$ cat src/rtl/match_pkg.sv
`default_nettype none
// ============================================================================
// Module      : match_pkg
// Description : Shared types and helpers for the round/match sequencer.
// Revision    : 1.0 - initial release
// ============================================================================
package match_pkg;

  typedef enum logic [2:0] {
    TITLE = 3'd0,
    SPAWN = 3'd1,
    PLAY  = 3'd2,
    KO    = 3'd3,
    OVER  = 3'd4
  } state_t;

  typedef enum logic [1:0] {
    WIN_NONE = 2'b00,
    WIN_P0   = 2'b01,
    WIN_P1   = 2'b10,
    WIN_DRAW = 2'b11
  } winner_t;

  localparam logic [7:0] START_KEY_DEFAULT = 8'h28;

  // Negative HP (bit 9 set) is a transient underflow and counts as dead.
  function automatic logic is_dead(input logic [9:0] hp);
    return (hp == 10'd0) || hp[9];
  endfunction

  function automatic logic [2:0] score_inc(input logic [2:0] score);
    return (score == 3'd7) ? score : score + 3'd1;
  endfunction

endpackage
`default_nettype wire

$ cat src/rtl/match_ctrl_if.sv
`default_nettype none
// ============================================================================
// Module      : match_ctrl_if
// Description : Player/HUD-facing signal bundle of the match sequencer.
// Revision    : 1.0 - initial release
// ============================================================================
interface match_ctrl_if;
  import match_pkg::*;

  logic [7:0] keycode;
  logic [9:0] hp0;
  logic [9:0] hp1;
  logic [7:0] keycode_out;
  logic       players_rst;
  state_t     state;
  logic [2:0] score0;
  logic [2:0] score1;
  winner_t    winner;
  logic [6:0] time_left;

  modport slave (
    input  keycode, hp0, hp1,
    output keycode_out, players_rst, state, score0, score1, winner, time_left
  );

  modport master (
    output keycode, hp0, hp1,
    input  keycode_out, players_rst, state, score0, score1, winner, time_left
  );

endinterface
`default_nettype wire

$ cat src/rtl/frame_tick_sync.sv
`default_nettype none
// ============================================================================
// Module      : frame_tick_sync
// Description : 2-flop synchronizer plus rising-edge detect of frame_clk,
//               giving a registered one-cycle tick in the clk domain.
// Revision    : 1.0 - initial release
// ============================================================================
module frame_tick_sync (
  input  logic clk,
  input  logic reset,
  input  logic frame_clk,
  output logic tick
);

  logic r_sync1;
  logic r_sync2;
  logic r_sync3;
  logic r_tick;

  always_ff @(posedge clk or negedge reset) begin
    if (!reset) begin
      r_sync1 <= 1'b0;
      r_sync2 <= 1'b0;
      r_sync3 <= 1'b0;
      r_tick  <= 1'b0;
    end else begin
      r_sync1 <= frame_clk;
      r_sync2 <= r_sync1;
      r_sync3 <= r_sync2;
      r_tick  <= r_sync2 & ~r_sync3;
    end
  end

  assign tick = r_tick;

endmodule
`default_nettype wire

$ cat src/rtl/match_ctrl.sv
`default_nettype none
// ============================================================================
// Module      : match_ctrl
// Description : Round/match sequencer: KO detection, scoring, player respawn
//               reset and keycode gating. Define MATCH_CTRL_TIMEOUT_EN to
//               enable the per-round time limit.
// Revision    : 1.0 - initial release
// ============================================================================
module match_ctrl
  import match_pkg::*;
#(
  parameter int         WIN_SCORE        = 3,
  parameter int         SPAWN_RST_FRAMES = 2,
  parameter int         COUNTDOWN_FRAMES = 90,
  parameter int         KO_FRAMES        = 120,
  parameter int         FRAMES_PER_SEC   = 60,
  parameter int         ROUND_SECONDS    = 60,
  parameter logic [7:0] START_KEY        = START_KEY_DEFAULT
) (
  input  logic         clk,
  input  logic         reset,
  input  logic         frame_clk,
  match_ctrl_if.slave  bus
);

  localparam int CNT_MAX_A = (COUNTDOWN_FRAMES > KO_FRAMES) ? COUNTDOWN_FRAMES : KO_FRAMES;
  localparam int CNT_MAX   = (CNT_MAX_A > FRAMES_PER_SEC) ? CNT_MAX_A : FRAMES_PER_SEC;
  localparam int CNT_W     = $clog2(CNT_MAX + 1);

  if (WIN_SCORE < 1 || WIN_SCORE > 7 || ROUND_SECONDS < 1 || ROUND_SECONDS > 127) begin : g_param_check
    $error("match_ctrl: WIN_SCORE or ROUND_SECONDS out of range");
  end

  state_t           r_state;
  logic [CNT_W-1:0] r_cnt;
  logic [7:0]       r_prev_key;
  logic [7:0]       r_keycode_out;
  logic             r_players_rst;
  logic [2:0]       r_score0;
  logic [2:0]       r_score1;
  winner_t          r_winner;
`ifdef MATCH_CTRL_TIMEOUT_EN
  logic [6:0]       r_time_left;
`endif

  logic             w_tick;
  logic             w_start_press;
  logic             w_dead0;
  logic             w_dead1;
  logic [CNT_W-1:0] w_cnt_inc;
  logic             w_match_won;

  frame_tick_sync u_frame_tick_sync (
    .clk       (clk),
    .reset     (reset),
    .frame_clk (frame_clk),
    .tick      (w_tick)
  );

  assign w_start_press = (bus.keycode == START_KEY) && (r_prev_key != START_KEY);
  assign w_dead0       = is_dead(bus.hp0);
  assign w_dead1       = is_dead(bus.hp1);
  assign w_cnt_inc     = r_cnt + 1'b1;
  assign w_match_won   = (r_score0 >= 3'(WIN_SCORE)) || (r_score1 >= 3'(WIN_SCORE));

  always_ff @(posedge clk or negedge reset) begin
    if (!reset) begin
      r_state       <= TITLE;
      r_cnt         <= '0;
      r_prev_key    <= 8'h00;
      r_keycode_out <= 8'h00;
      r_players_rst <= 1'b1;
      r_score0      <= 3'd0;
      r_score1      <= 3'd0;
      r_winner      <= WIN_NONE;
`ifdef MATCH_CTRL_TIMEOUT_EN
      r_time_left   <= 7'(ROUND_SECONDS);
`endif
    end else begin
      // Later assignments below override this on the ticks that enter/leave PLAY,
      // so the gate always follows the state being presented.
      r_keycode_out <= (r_state == PLAY) ? bus.keycode : 8'h00;

      if (w_tick) begin
        r_prev_key <= bus.keycode;
        case (r_state)
          TITLE, OVER: begin
            if (w_start_press) begin
              r_score0      <= 3'd0;
              r_score1      <= 3'd0;
              r_winner      <= WIN_NONE;
              r_state       <= SPAWN;
              r_cnt         <= '0;
              r_players_rst <= 1'b1;
            end
          end

          SPAWN: begin
            if (r_cnt == CNT_W'(COUNTDOWN_FRAMES - 1)) begin
              r_state       <= PLAY;
              r_cnt         <= '0;
              r_players_rst <= 1'b0;
              r_keycode_out <= bus.keycode;
`ifdef MATCH_CTRL_TIMEOUT_EN
              r_time_left   <= 7'(ROUND_SECONDS);
`endif
            end else begin
              r_cnt         <= w_cnt_inc;
              r_players_rst <= (w_cnt_inc < CNT_W'(SPAWN_RST_FRAMES));
            end
          end

          PLAY: begin
            if (w_dead0 || w_dead1) begin
              if (w_dead0 && w_dead1) begin
                r_winner <= WIN_DRAW;
              end else if (w_dead1) begin
                r_winner <= WIN_P0;
                r_score0 <= score_inc(r_score0);
              end else begin
                r_winner <= WIN_P1;
                r_score1 <= score_inc(r_score1);
              end
              r_state       <= KO;
              r_cnt         <= '0;
              r_keycode_out <= 8'h00;
            end
`ifdef MATCH_CTRL_TIMEOUT_EN
            else if (r_cnt == CNT_W'(FRAMES_PER_SEC - 1)) begin
              r_cnt       <= '0;
              r_time_left <= r_time_left - 7'd1;
              if (r_time_left == 7'd1) begin
                if (bus.hp0 > bus.hp1) begin
                  r_winner <= WIN_P0;
                  r_score0 <= score_inc(r_score0);
                end else if (bus.hp1 > bus.hp0) begin
                  r_winner <= WIN_P1;
                  r_score1 <= score_inc(r_score1);
                end else begin
                  r_winner <= WIN_DRAW;
                end
                r_state       <= KO;
                r_keycode_out <= 8'h00;
              end
            end else begin
              r_cnt <= w_cnt_inc;
            end
`endif
          end

          KO: begin
            if (r_cnt == CNT_W'(KO_FRAMES - 1)) begin
              r_cnt         <= '0;
              r_state       <= w_match_won ? OVER : SPAWN;
              r_players_rst <= !w_match_won;
            end else begin
              r_cnt <= w_cnt_inc;
            end
          end

          default: begin
            r_state       <= TITLE;
            r_cnt         <= '0;
            r_players_rst <= 1'b1;
          end
        endcase
      end
    end
  end

  assign bus.keycode_out = r_keycode_out;
  assign bus.players_rst = r_players_rst;
  assign bus.state       = r_state;
  assign bus.score0      = r_score0;
  assign bus.score1      = r_score1;
  assign bus.winner      = r_winner;
`ifdef MATCH_CTRL_TIMEOUT_EN
  assign bus.time_left   = r_time_left;
`else
  assign bus.time_left   = 7'd0;
`endif

endmodule
`default_nettype wire

$ cat src/flat_wrapper.sv
// flat-port wrapper written by rule: the top's interface ports become plain ports
module match_ctrl_flat import match_pkg::*;
#(
  parameter int         WIN_SCORE        = 3,
  parameter int         SPAWN_RST_FRAMES = 2,
  parameter int         COUNTDOWN_FRAMES = 90,
  parameter int         KO_FRAMES        = 120,
  parameter int         FRAMES_PER_SEC   = 60,
  parameter int         ROUND_SECONDS    = 60,
  parameter logic [7:0] START_KEY        = START_KEY_DEFAULT
)
  (clk, reset, frame_clk, bus_keycode, bus_hp0, bus_hp1, bus_keycode_out, bus_players_rst, bus_state, bus_score0, bus_score1, bus_winner, bus_time_left);
  match_ctrl_if bus_i ();
  input  logic clk;
  input  logic reset;
  input  logic frame_clk;
  input wire logic [$bits(bus_i.keycode)-1:0] bus_keycode;
  input wire logic [$bits(bus_i.hp0)-1:0] bus_hp0;
  input wire logic [$bits(bus_i.hp1)-1:0] bus_hp1;
  output wire logic [$bits(bus_i.keycode_out)-1:0] bus_keycode_out;
  output wire logic [$bits(bus_i.players_rst)-1:0] bus_players_rst;
  output wire logic [$bits(bus_i.state)-1:0] bus_state;
  output wire logic [$bits(bus_i.score0)-1:0] bus_score0;
  output wire logic [$bits(bus_i.score1)-1:0] bus_score1;
  output wire logic [$bits(bus_i.winner)-1:0] bus_winner;
  output wire logic [$bits(bus_i.time_left)-1:0] bus_time_left;
  assign bus_i.keycode = bus_keycode;
  assign bus_i.hp0 = bus_hp0;
  assign bus_i.hp1 = bus_hp1;
  assign bus_keycode_out = bus_i.keycode_out;
  assign bus_players_rst = bus_i.players_rst;
  assign bus_state = bus_i.state;
  assign bus_score0 = bus_i.score0;
  assign bus_score1 = bus_i.score1;
  assign bus_winner = bus_i.winner;
  assign bus_time_left = bus_i.time_left;
  match_ctrl #(.WIN_SCORE(WIN_SCORE), .SPAWN_RST_FRAMES(SPAWN_RST_FRAMES), .COUNTDOWN_FRAMES(COUNTDOWN_FRAMES), .KO_FRAMES(KO_FRAMES), .FRAMES_PER_SEC(FRAMES_PER_SEC), .ROUND_SECONDS(ROUND_SECONDS), .START_KEY(START_KEY)) u_core (.clk(clk), .reset(reset), .frame_clk(frame_clk), .bus(bus_i));
endmodule
$ cat config.mk
export PLATFORM = sky130hd
export DESIGN_NAME = match_ctrl_flat
export DESIGN_NICKNAME = d
export VERILOG_FILES = /design/src/rtl/match_pkg.sv /design/src/rtl/match_ctrl_if.sv /design/src/rtl/frame_tick_sync.sv /design/src/rtl/match_ctrl.sv /design/src/flat_wrapper.sv
export SDC_FILE = /design/constraint.sdc
export NUM_CORES = 1
export LEC_CHECK = 0
export ABC_CLOCK_PERIOD_IN_PS = 2600
export CAP_MARGIN = 20
export CORE_MARGIN = 2
export CORE_UTILIZATION = 55
export CTS_BUF_LIST = sky130_fd_sc_hd__clkbuf_4 sky130_fd_sc_hd__clkbuf_8 sky130_fd_sc_hd__clkbuf_16
export DETAILED_ROUTE_END_ITERATION = 10
export DONT_BUFFER_PORTS = 1
export PLACE_DENSITY = 0.7
export SLEW_MARGIN = 20
export SYNTH_ARGS = -nofsm -noshare
export SYNTH_HDL_FRONTEND = slang
export SYNTH_HIERARCHICAL = 1
export SYNTH_SLANG_ARGS = --single-unit
$ cat constraint.sdc
create_clock -name clk -period 2.6 [get_ports clk]
set_input_delay 0.26 -clock clk [delete_from_list [all_inputs] [get_ports clk]]
set_output_delay 0.26 -clock clk [all_outputs]
set_load 0.01 [all_outputs]
==> impl_results.md, run 1 <==
* Final core utilization at 0.6250
* Die Y at around 65 um
* Worst path most repeated cell: ha_1
* Clk sinks at 39
* Switching power at 853.8 uW
* Crit path required time at 2.83 ns
* Post-Syn Instances at just under 200
* Post-DR vias/cell at 6.143
* Drt drc at 0
* Worst slew pin tran at 0.6836 ns
* CP max stage delay at approximately 0.48 ns
* CP arrival at around 2.5 ns
* Synthesized area per cell at ~11 sq um
* Slowest CP cell: or4_1
* Cell area after synthesis at between 0.002 and 0.0025 sq mm
* Max_slew headroom at 0.5443
* CTS buffer count at 5
* Min-delay worst type: in -> reg
* RSZ-0062 raised after global routing: false
* Number of core rows at 22
* VDD IR max at just under 0.6 mV
* Area Growth Syn to Fin at 9.469%
* Die area at about 0.0043 sq mm
* Longest Clk Path Bufs at 2
* Pin count of the biggest net entering global routing at 40
* WL per Instance at 17.87 um
* Status: finished clean
* Fillers at slightly above 300
* Post-route design area at 0.002271 sq mm
* Fmax at around 0.43 GHz
* Drt pass-1 iters at 4
* Final hold vios at 0
* Lkg Pwr at a little under 0.001 uW
* Root Buffer: clkbuf_8
* Clock Latency Late Sink at approximately 0.30 ns
* Grt total ovfl at 0
* Final min period at around 2.3 ns
* MaxCap Viol Count at 0
* Initial drt markers at around 110
* GPL Wtd Cong at 0.7860
* Placed instance area at about 0.0021 sq mm
* Crit. End Element: flop
* Logic pwr share at 0.348
* Hpwl dp at ~3300 um
* Core footprint at approximately 0.0036 sq mm
* Number of synthesized flops with an enable pin at 0
* Ys Warns at 6
* I/O pins at 58
* ANT cells at 0
* Worst clock skew at a little over 0.008 ns
* Vias in the first global route at roughly 1600
* Register area at 977.2 sq um
* Pwr dens at approximately 1000 mW/mm^2
* Post-CTS Setup Bufs at 0
* Layout cells sized above 1 at 0.1626
* Flop and latch count out of synthesis at 39
* Final Max Slew Viols at 0
* Number of antenna violations at the first check in global routing at 0
* Cell-internal power at between 1000 and 1500 uW
* DIE WIDTH at about 65 um
* Endpoints failing setup at 0
* Via count at 1542
* Critical path, cell by cell: ha_1 -> ha_1 -> or4_1 -> a221oi_1 -> nand2_1 -> a22o_1 -> o21ai_0
* Starting density of the core at 0.5709
* Register area share after synthesis at 0.4710
* Routed Antenna Nets at 0
* Buffers on Ports at 0
* Global-route wire length before repair at a little over 7000 um
* # nets final at 241
* Reg clk slew, reported paths at ~0.08 ns
* Synth cell types at between 50 and 60
* CTS tree: built
* Sw frac at 0.3788
* Commonest non-fill, non-tap cell in the layout: dfrtp_1
* Critical path class: reg -> reg
* H-tree Lvls at 2
* Sequential share of power at 0.426
* GRT Util Overall at 0.2258
* DRT Wirelength at ~4500 um
* Post-synth ARST share at 1.000
* Final Cycle Share at 0.8875
* Clock network fraction of total power at 0.226
* Area occupied by multi-input gates at around 0.0010 sq mm
* Most frequent cells in the layout: dfrtp_1, nand2_1, nor2b_1, o21ai_0, mux2_2
* Leading register cell type out of synthesis: dfrtp_1
* Sum Neg Setup Slack at 0 ns
* Critical Path Fanout Max at 4
* Startpoint types: flop
==> power by group through the flow <==
stage	Sequential [uW]	Combinational [uW]	Clock [uW]
final	960	784	510
after global routing	982	854	543
after CTS	965	780	518
after detailed placement	977	758	0
after global placement	967	714	0
after floorplan	958	557	0
==> per-stage QoR <==
step / instances / worst slack [ns] / power, uW / hold WS (ns)
after detailed placement: 240 / 0.2887 / 1735 / -0.03468
after global placement: 240 / 0.4028 / 1681 / -0.03462
after CTS: 251 / 0.2853 / 2263 / 0.09539
final: 251 / 0.2926 / 2254 / 0.09517
after global routing: 251 / 0.2281 / 2380 / 0.08717
after floorplan: 199 / 0.5655 / 1515 / -0.03559
==> cells in the mapped netlist, types with 2 or more instances <==
cell type | instances | share of area
buf_4 | 7 | 0.025
a21o_1 | 2 | 0.0072
o21ai_1 | 2 | 0.0048
xor2_1 | 2 | 0.0084
ha_1 | 8 | 0.048
nand3_1 | 4 | 0.0097
o2bb2ai_1 | 2 | 0.0084
nor4_1 | 2 | 0.0060
mux2_2 | 10 | 0.054
nand2_1 | 13 | 0.024
dfrtp_1 | 38 | 0.46
nor3_1 | 5 | 0.012
a31oi_1 | 4 | 0.012
nor2_1 | 9 | 0.016
nand2b_1 | 5 | 0.015
inv_1 | 7 | 0.013
a22o_1 | 5 | 0.021
o31ai_1 | 4 | 0.014
or4b_1 | 3 | 0.014
a21oi_1 | 4 | 0.0097
or4_1 | 3 | 0.011
o21ai_0 | 10 | 0.024
nor2b_1 | 10 | 0.030
mux2_4 | 2 | 0.014
nor4b_1 | 3 | 0.013
clkbuf_1 | 3 | 0.0054
==> repair_timing <==
action,in CTS,in global routing
gates resized for setup,0,0
hold buffers,3,0
hold endpoints to repair,40,0
setup endpoints to repair,0,0
==> registers in the layout, summed over array words and instances, names as in the netlist, 2 cells and up <==
| name | count |
|---|---|
| u_core/bus.state | 3 |
| u_core/bus.score1 | 3 |
| u_core/bus.winner | 2 |
| u_core/bus.keycode_out | 8 |
| u_core/bus.score0 | 3 |
| u_core/r_cnt | 7 |
| u_core/r_prev_key | 8 |
==> layout make-up <==
class                           instances  share of cell area
Clock buffer                            5             0.03030
Clock inverter                          3             0.01928
Inverter                                7             0.01157
Multi-Input combinational cell        142              0.4512
Sequential cell                        39              0.4303
Tap cell                               48             0.02645
Timing Repair Buffer                    7             0.03085
==> per-layer routing <==
| layer | vias up | routed length [um] | track usage |
|---|---|---|---|
| li1 | 715 | - | - |
| met1 | 761 | 1848 | 0.2680 |
| met2 | 52 | 2286 | 0.3814 |
| met3 | 14 | 239 | 0.05479 |
| met4 | 0 | 111 | 0.1146 |
| met5 | - | 0 | 0 |
==> worst paths after layout <==
kind                                             startpoint                               end  slack [ns]  cells past startpoint
setup / recovery                       u_core/bus.score1[0]               u_core/bus.state[0]        0.29                      7
hold / removal                               bus_keycode[7]         u_core/bus.keycode_out[7]         0.1                      1
setup reg to reg                       u_core/bus.score1[0]               u_core/bus.state[0]        0.29                      7
hold reg to reg            u_core/u_frame_tick_sync/r_sync1  u_core/u_frame_tick_sync/r_sync2        0.37                      0
max in group asynchronous                             reset            u_core/bus.players_rst        1.93                      2
min in group asynchronous                             reset                   u_core/r_cnt[4]        0.42                      2
==> critical path: cells and delay by family, from the launching register on <==
family / cells / cell delay (ns)
AND/OR/NAND/NOR: 2 / 0.60
AO/OA/AOI/OAI: 3 / 0.77
adder cells (fa/ha/maj): 2 / 0.42
flip-flops: 1 / 0.45
==> cells by family after synthesis <==
logic type,count (synthesis),share of synthesized area
AOI/OAI and AO/OA,47,0.1653
muxes,13,0.07358
xor gates and xnor gates,2,0.008445
buffers and inverters,18,0.04584
adders and majority gates,8,0.04825
other,1,0.001808
DFF,39,0.4711
and+or+nand+nor,65,0.1858
(Power assumes the default switching activity.)
==> run 2, diff against run 1 <==
--- a/config.mk
+++ b/config.mk
@@ -5,8 +5,8 @@
 export SDC_FILE = /design/constraint.sdc
 export NUM_CORES = 1
 export LEC_CHECK = 0
-export ABC_CLOCK_PERIOD_IN_PS = 2600
-export CAP_MARGIN = 20
+export ABC_CLOCK_PERIOD_IN_PS = 2700
+export CAP_MARGIN = 10
 export CORE_MARGIN = 2
 export CORE_UTILIZATION = 55
 export CTS_BUF_LIST = sky130_fd_sc_hd__clkbuf_4 sky130_fd_sc_hd__clkbuf_8 sky130_fd_sc_hd__clkbuf_16
==> constraint.sdc (replaced) <==
create_clock -name clk -period 2.7 [get_ports clk]
set_input_delay 0.27 -clock clk [delete_from_list [all_inputs] [get_ports clk]]
set_output_delay 0.27 -clock clk [all_outputs]
set_load 0.05 [all_outputs]
==> run 2 against run 1 <==
  * Wire length fell by 1.3%
  * Core utilization rose by 1.1 points
  * Flip-flop and latch count did not move
  * Power rose by 11%
  * Setup slack improved by 0.18 ns
  * Highest routed layer unchanged
==> impl_results.md, run 2 (synthesis gave the netlist of run 1 again) <==
* Grt total ovfl at 0 (unchanged)
* Crit. End Element: flop
* Critical Path Fanout Max at 16 (+12)
* DIE WIDTH at 65.42 um (unchanged)
* Met2 wire length at 2231 um (-2.4%)
* Area Growth Syn to Fin at 11.34%
* Slowest CP cell: o221ai_2
* WL met3 at 215 um (-10%)
* Drt drc at 0 (unchanged)
* Crit path required time at 2.87 ns (+0.04 ns)
* Placed instance area at 0.002171 sq mm (+2.5%)
* Most frequent cells in the layout: dfrtp_1, nand2_1, buf_4
* CTS buffer count at 5 (unchanged)
* Post-Route M1 WL at 1888 um (+2.2%)
* Worst clock skew at 0.004174 ns (-0.004085 ns)
* Final Max Slew Viols at 0 (unchanged)
* Core footprint at 0.003633 sq mm (unchanged)
* GRT Util Overall at 0.2330 (+0.007146)
* Routed Antenna Nets at 0 (unchanged)
* Die area at 0.004279 sq mm (unchanged)
* Status: finished clean
* Final hold vios at 0 (unchanged)
* Starting density of the core at 0.5709 (unchanged)
* DRT Wirelength at 4425 um (-1.3%)
* CP max stage delay at 0.51 ns (+0.03 ns)
* Global-route wire length before repair at 7534 um (+4.0%)
* Top Metal Used: met4
* RSZ-0062 raised after global routing: false
* Hpwl dp at 3263 um (-1.6%)
* Final Cycle Share at 0.8238 (-0.06370)
* CP top delay family: compound AO/OA/AOI/OAI gates
* Final core utilization at 0.6357 (+0.01067)
* Clock Latency Late Sink at 0.29 ns (about the same)
* Critical path, cell by cell: or4b_1 -> a31o_2 -> o221ai_2 -> nand2b_1 -> o21ai_0
* Min-delay worst type: in -> reg
* Max_slew headroom at 0.5383 (-0.005932)
* CTS tree: built
* MaxCap Viol Count at 0 (unchanged)
* Reg clk slew, reported paths at 0.08 ns (about the same)
* Post-DR vias/cell at 5.996 (-2.4%)
* Buffers on Ports at 0 (unchanged)
* Lkg Pwr at 0.001016 uW (+2.5%)
* Post-route design area at 0.002310 sq mm (+1.7%)
* Clk sinks at 39 (unchanged)
* Final min period at 2.224 ns (-0.08325 ns)
* Layout cells sized above 1 at 0.1905 (+0.02791)
* WL per Instance at 17.15 um (-4.0%)
* CP bufs+invs at 0 (unchanged)
* Pin count of the biggest net entering global routing at 40 (unchanged)
* H-tree Lvls at 2 (unchanged)
* Root Buffer: clkbuf_8
* # nets final at 248 (+2.9%)
* Via count at 1547 (+0.32%)
* Pwr dens at 1088 mW/mm^2 (+9.6%)
* Fmax at 0.4496 GHz (+3.7%)
* GPL Wtd Cong at 0.8402 (+6.9%)
* Startpoint types: flop
* Post-CTS Setup Bufs at 0 (unchanged)
* Die Y at 65.42 um (unchanged)
* Worst slew pin tran at 0.6838 ns (+0.0002177 ns)
* Number of antenna violations at the first check in global routing at 0 (unchanged)
* ANT cells at 0 (unchanged)
* Vias in the first global route at 1600 (+3.0%)
* I/O pins at 58 (unchanged)
* Commonest non-fill, non-tap cell in the layout: dfrtp_1
* Endpoints failing setup at 0 (unchanged)
* Drt pass-1 iters at 4 (unchanged)
* Critical path class: reg -> reg
* VDD IR max at 0.5222 mV (-9.4%)
* Cells after DPL at 247 (+2.9%)
* CP arrival at 2.39 ns (-0.15 ns)
* Initial drt markers at 71 (-34%)
* Fin cells at 258 (+2.8%)
* Number of core rows at 22 (unchanged)
* Longest Clk Path Bufs at 2 (unchanged)
* Sum Neg Setup Slack at 0 ns (unchanged)
==> run 2: cell types whose count changed in the layout (fill, tap and decap cells not counted) <==
| cell | delta |
|---|---|
| clkinvlp_4 | +1 |
| clkbuf_8 | +1 |
| buf_4 | +7 |
| bufinv_16 | -1 |
| clkinv_2 | -1 |
==> run 2: area by class of cell <==
type                            count  area [sq um]
Inverter                            7         26.28
Clock inverter                      2         16.27
Tap cell                           48         60.06
Sequential cell                    39         977.2
Clock buffer                        6         82.58
Timing Repair Buffer               14         122.6
Multi-Input combinational cell    142          1025
Fill cell                         307          1324
==> run 2: stage by stage <==
step                hold slack [ns]  total power, uW  setup slack, ns
floorplan                  -0.02559             1830           0.4394
global placement           -0.02458             2045           0.5756
detailed placement         -0.02461             2081           0.4861
CTS                          0.1080             2522           0.4954
global route                 0.1088             2673           0.3091
finish                       0.1134             2512           0.4758
==> run 2: path summary, 6_finish.rpt <==
kind,to,slack (ns),start,depth (start not counted)
hold reg to reg,u_core/u_frame_tick_sync/r_sync2,0.36,u_core/u_frame_tick_sync/r_sync1,0
setup / recovery,u_core/bus.state[0],0.48,u_core/bus.state[2],5
setup reg to reg,u_core/bus.state[0],0.48,u_core/bus.state[2],5
hold / removal,u_core/bus.keycode_out[0],0.11,bus_keycode[0],1
max in group asynchronous,u_core/bus.players_rst,1.97,reset,2
min in group asynchronous,u_core/r_cnt[1],0.48,reset,2
==> run 2: repair_timing <==
item                                   4_1_cts  5_1_grt
gates resized for setup                      0        0
endpoints found under the hold margin       40        0
hold buffers                                 3        0
==> run 2: routing by layer <==
layer,up-vias,track usage
met3,9,0.04623
met4,0,0.1198
met5,-,0
li1,729,-
met1,761,0.2966
met2,48,0.3776
==> run 2: where the power goes <==
part	switching, uW	internal, uW
logic	629	374
registers	350	742
clock network	209	208
total	1190	1320
==> run 3, diff against run 2 <==
--- a/config.mk
+++ b/config.mk
@@ -5,14 +5,15 @@
 export SDC_FILE = /design/constraint.sdc
 export NUM_CORES = 1
 export LEC_CHECK = 0
-export ABC_CLOCK_PERIOD_IN_PS = 2700
+export ABC_AREA = 1
+export ABC_CLOCK_PERIOD_IN_PS = 1860
 export CAP_MARGIN = 10
 export CORE_MARGIN = 2
 export CORE_UTILIZATION = 55
 export CTS_BUF_LIST = sky130_fd_sc_hd__clkbuf_4 sky130_fd_sc_hd__clkbuf_8 sky130_fd_sc_hd__clkbuf_16
 export DETAILED_ROUTE_END_ITERATION = 10
 export DONT_BUFFER_PORTS = 1
-export PLACE_DENSITY = 0.7
+export PLACE_DENSITY = 0.73
 export SLEW_MARGIN = 20
 export SYNTH_ARGS = -nofsm -noshare
 export SYNTH_HDL_FRONTEND = slang
==> constraint.sdc (replaced) <==
create_clock -name clk -period 1.86 [get_ports clk]
set_input_delay 0.186 -clock clk [delete_from_list [all_inputs] [get_ports clk]]
set_output_delay 0.186 -clock clk [all_outputs]
set_load 0.05 [all_outputs]
==> run 3 against run 2 <==
  * Sequential share of layout area shrank 1.0 points
  * Largest power group unchanged
  * Combinational power rose by 8%
  * Critical path depth rose by 5
  * Final area grew 2.5%
  * Flip-flop and latch count is the same
  * Power is 27% higher
  * Non-clock buffer count grew 6
  * Final cell count rose by 30%
  * Highest routed layer unchanged
  * Critical path type unchanged
  * Area after synthesis is 0.90% lower
  * Maximum frequency increased by 32%
==> impl_results.md, run 3 <==
* Initial drt markers at 85 (+20%)
* Final min period at 1.691 ns (-0.5334 ns)
* Area Growth Syn to Fin at 15.16%
* Post-DR vias/cell at 5.063 (-16%)
* Max_slew headroom at 0.6249 (+0.08658)
* # nets final at 325 (+31%)
* Commonest non-fill, non-tap cell in the layout: nand2_1
* Final worst slack at 0.1692 ns (-0.3066 ns)
* RSZ-0062 raised after global routing: false
* Synth top cells by count: nand2_1, dfrtp_1, nor2_1, inv_1, nand3_1
* CTS tree: built
* Worst slew pin tran at 0.5616 ns (-0.1222 ns)
* Synthesized area per cell at 7.816 sq um (-27%)
* MaxCap Viol Count at 0 (unchanged)
* Vias in the first global route at 1621 (+1.3%)
* Post-route design area at 0.002367 sq mm (+2.5%)
* Drt pass-1 iters at 4 (unchanged)
* Fillers at 343 (+12%)
* Core footprint at 0.003633 sq mm (unchanged)
* Critical Path Fanout Max at 6 (-10)
* Crit path required time at 2.07 ns (-0.80 ns)
* ANT cells at 0 (unchanged)
* Final Max Slew Viols at 0 (unchanged)
* Post-place setup slack at 0.01018 ns (-0.4759 ns)
* VDD IR max at 0.6751 mV (+29%)
* Worst clock skew at 0.006196 ns (+0.002022 ns)
* Final hold vios at 0 (unchanged)
* Flop and latch count out of synthesis at 39 (unchanged)
* Yosys top cell area share at 0.4626 (+0.004185)
* CP arrival at 1.90 ns (-0.49 ns)
* DIE WIDTH at 65.14 um (-0.43%)
* Fmax at 0.5914 GHz (+32%)
* Clock Latency Late Sink at 0.30 ns (about the same)
* Critical path class: reg -> reg
* Placed instance area at 0.002206 sq mm (+1.6%)
* Via count at 1696 (+9.6%)
* Layout cells sized above 1 at 0.1150 (-0.07549)
* GRT Util Overall at 0.2048 (-0.02816)
* Clk sinks at 39 (unchanged)
* Pwr dens at 1350 mW/mm^2 (+24%)
* Startpoint types: flop
* Top-count cell post-synth: nand2_1
* Number of antenna violations at the first check in global routing at 0 (unchanged)
* Ys Warns at 6 (unchanged)
* Lkg Pwr at 0.001259 uW (+24%)
* DRT Wirelength at 4016 um (-9.2%)
* Synth cell types at 29 (-44%)
* Number of synthesized flops with an enable pin at 0 (unchanged)
* H-tree Lvls at 2 (unchanged)
* Reg clk slew, reported paths at 0.08 ns (about the same)
* Pin count of the biggest net entering global routing at 40 (unchanged)
* Synth top area cells: dfrtp_1, nand2_1, nor2_1
* GPL Wtd Cong at 0.9189 (+9.4%)
* Final Cycle Share at 0.9090 (+0.08527)
* Root Buffer: clkbuf_8
* Die area at 0.004243 sq mm (-0.85%)
* Crit. End Element: flop
* Global-route wire length before repair at 6686 um (-11%)
* Cells after DPL at 324 (+31%)
* Min-delay worst type: in -> reg
* Number of core rows at 22 (unchanged)
* Routed Antenna Nets at 0 (unchanged)
* Hold slack at 0.01201 ns (-0.1014 ns)
* Drt drc at 0 (unchanged)
* Longest Clk Path Bufs at 2 (unchanged)
* Post-Syn Instances at 263 (+36%)
* Starting density of the core at 0.5658 (-0.005165)
* Status: finished clean
* Fin cells at 335 (+30%)
* CTS buffer count at 5 (unchanged)
* WL per Instance at 11.99 um (-30%)
* Post-synth top area cell: dfrtp_1
* Cell area after synthesis at 0.002056 sq mm (-0.90%)
* Sum Neg Setup Slack at 0 ns (unchanged)
* Most frequent cells in the layout: nand2_1, nor2_1, dfrtp_1, inv_1, nand3_1
* Die Y at 65.14 um (-0.43%)
* Endpoints failing setup at 0 (unchanged)
* Post-synth ARST share at 1.000 (unchanged)
* Leading register cell type out of synthesis: dfrtp_1
* I/O pins at 58 (unchanged)
* Buffers on Ports at 0 (unchanged)
* Hpwl dp at 2948 um (-9.7%)
* Grt total ovfl at 0 (unchanged)
* Register area share after synthesis at 0.4753 (+0.004301)
run 3: per-stage QoR:
| stage | util | total power [uW] |
|---|---|---|
| after floorplan | - | 2154 |
| after global placement | 0.6071 | 2433 |
| after detailed placement | 0.6071 | 2449 |
| after CTS | 0.6512 | 3213 |
| after global routing | 0.6515 | 3406 |
| final | 0.6515 | 3195 |
run 3: final timing paths:
check,startpoint,endpoint,slack (ns),cells after the start
setup / recovery,u_core/r_cnt[0],u_core/r_cnt[3],0.17,10
hold / removal,bus_keycode[5],u_core/bus.keycode_out[5],0.01,2
setup reg to reg,u_core/r_cnt[0],u_core/r_cnt[3],0.17,10
hold reg to reg,u_core/u_frame_tick_sync/r_sync1,u_core/u_frame_tick_sync/r_sync2,0.35,0
max in group asynchronous,reset,u_core/bus.players_rst,1.25,2
min in group asynchronous,reset,u_core/bus.keycode_out[7],0.35,2
run 3: layout make-up:
cell class / instances / area, sq um / share of cell area
clock buffers: 5 / 68.82 / 0.02907
clock inverters: 3 / 46.29 / 0.01956
inverters: 35 / 131.4 / 0.05550
multi-input cells: 185 / 903.4 / 0.3816
flip-flops and latches: 39 / 977.2 / 0.4128
well taps: 48 / 60.06 / 0.02537
repair buffers: 20 / 180.2 / 0.07611
run 3: report_power, final:
part | switching, uW | internal (uW)
Sequential | 364 | 1030
Combinational | 722 | 358
Clock | 321 | 404
Total | 1410 | 1790
run 3: worst max-delay path, stage by stage (launching register included):
cell and delay [ns]:
dfrtp_1 0.39, buf_4 0.15, ha_1 0.22, nand2_1 0.09, inv_1 0.07, nand4_1 0.07, nor2_1 0.06, o21a_2 0.23
inv_1 0.08, nand2_1 0.10, o21ai_0 0.17
run 3: cell families (layout without fill, tap and decap cells):
family / count (synthesis) / in the layout / share of synthesized area
buffers and inverters: 45 / 63 / 0.09921
adders and majority gates: 8 / 8 / 0.04869
AOI/OAI and AO/OA: 26 / 26 / 0.07244
xor gates and xnor gates: 4 / 4 / 0.01705
DFF: 39 / 39 / 0.4754
other: 1 / 7 / 0.001824
and+or+nand+nor: 140 / 140 / 0.2855
run 3: repair_timing:
item                       in CTS  in global routing
setup endpoints to repair       4                  3
hold endpoints to repair       40                  0
hold buffers                    3                  0
gates resized for setup         1                  1
setup buffers                   0                  0
run 3: per-layer routing:
metal,vias to the layer above,part of all wire,global-route usage
met5,-,0,0
met4,0,0.0072,0.07031
met3,2,0.054,0.05651
met2,48,0.49,0.3428
met1,789,0.45,0.2571
li1,857,-,-
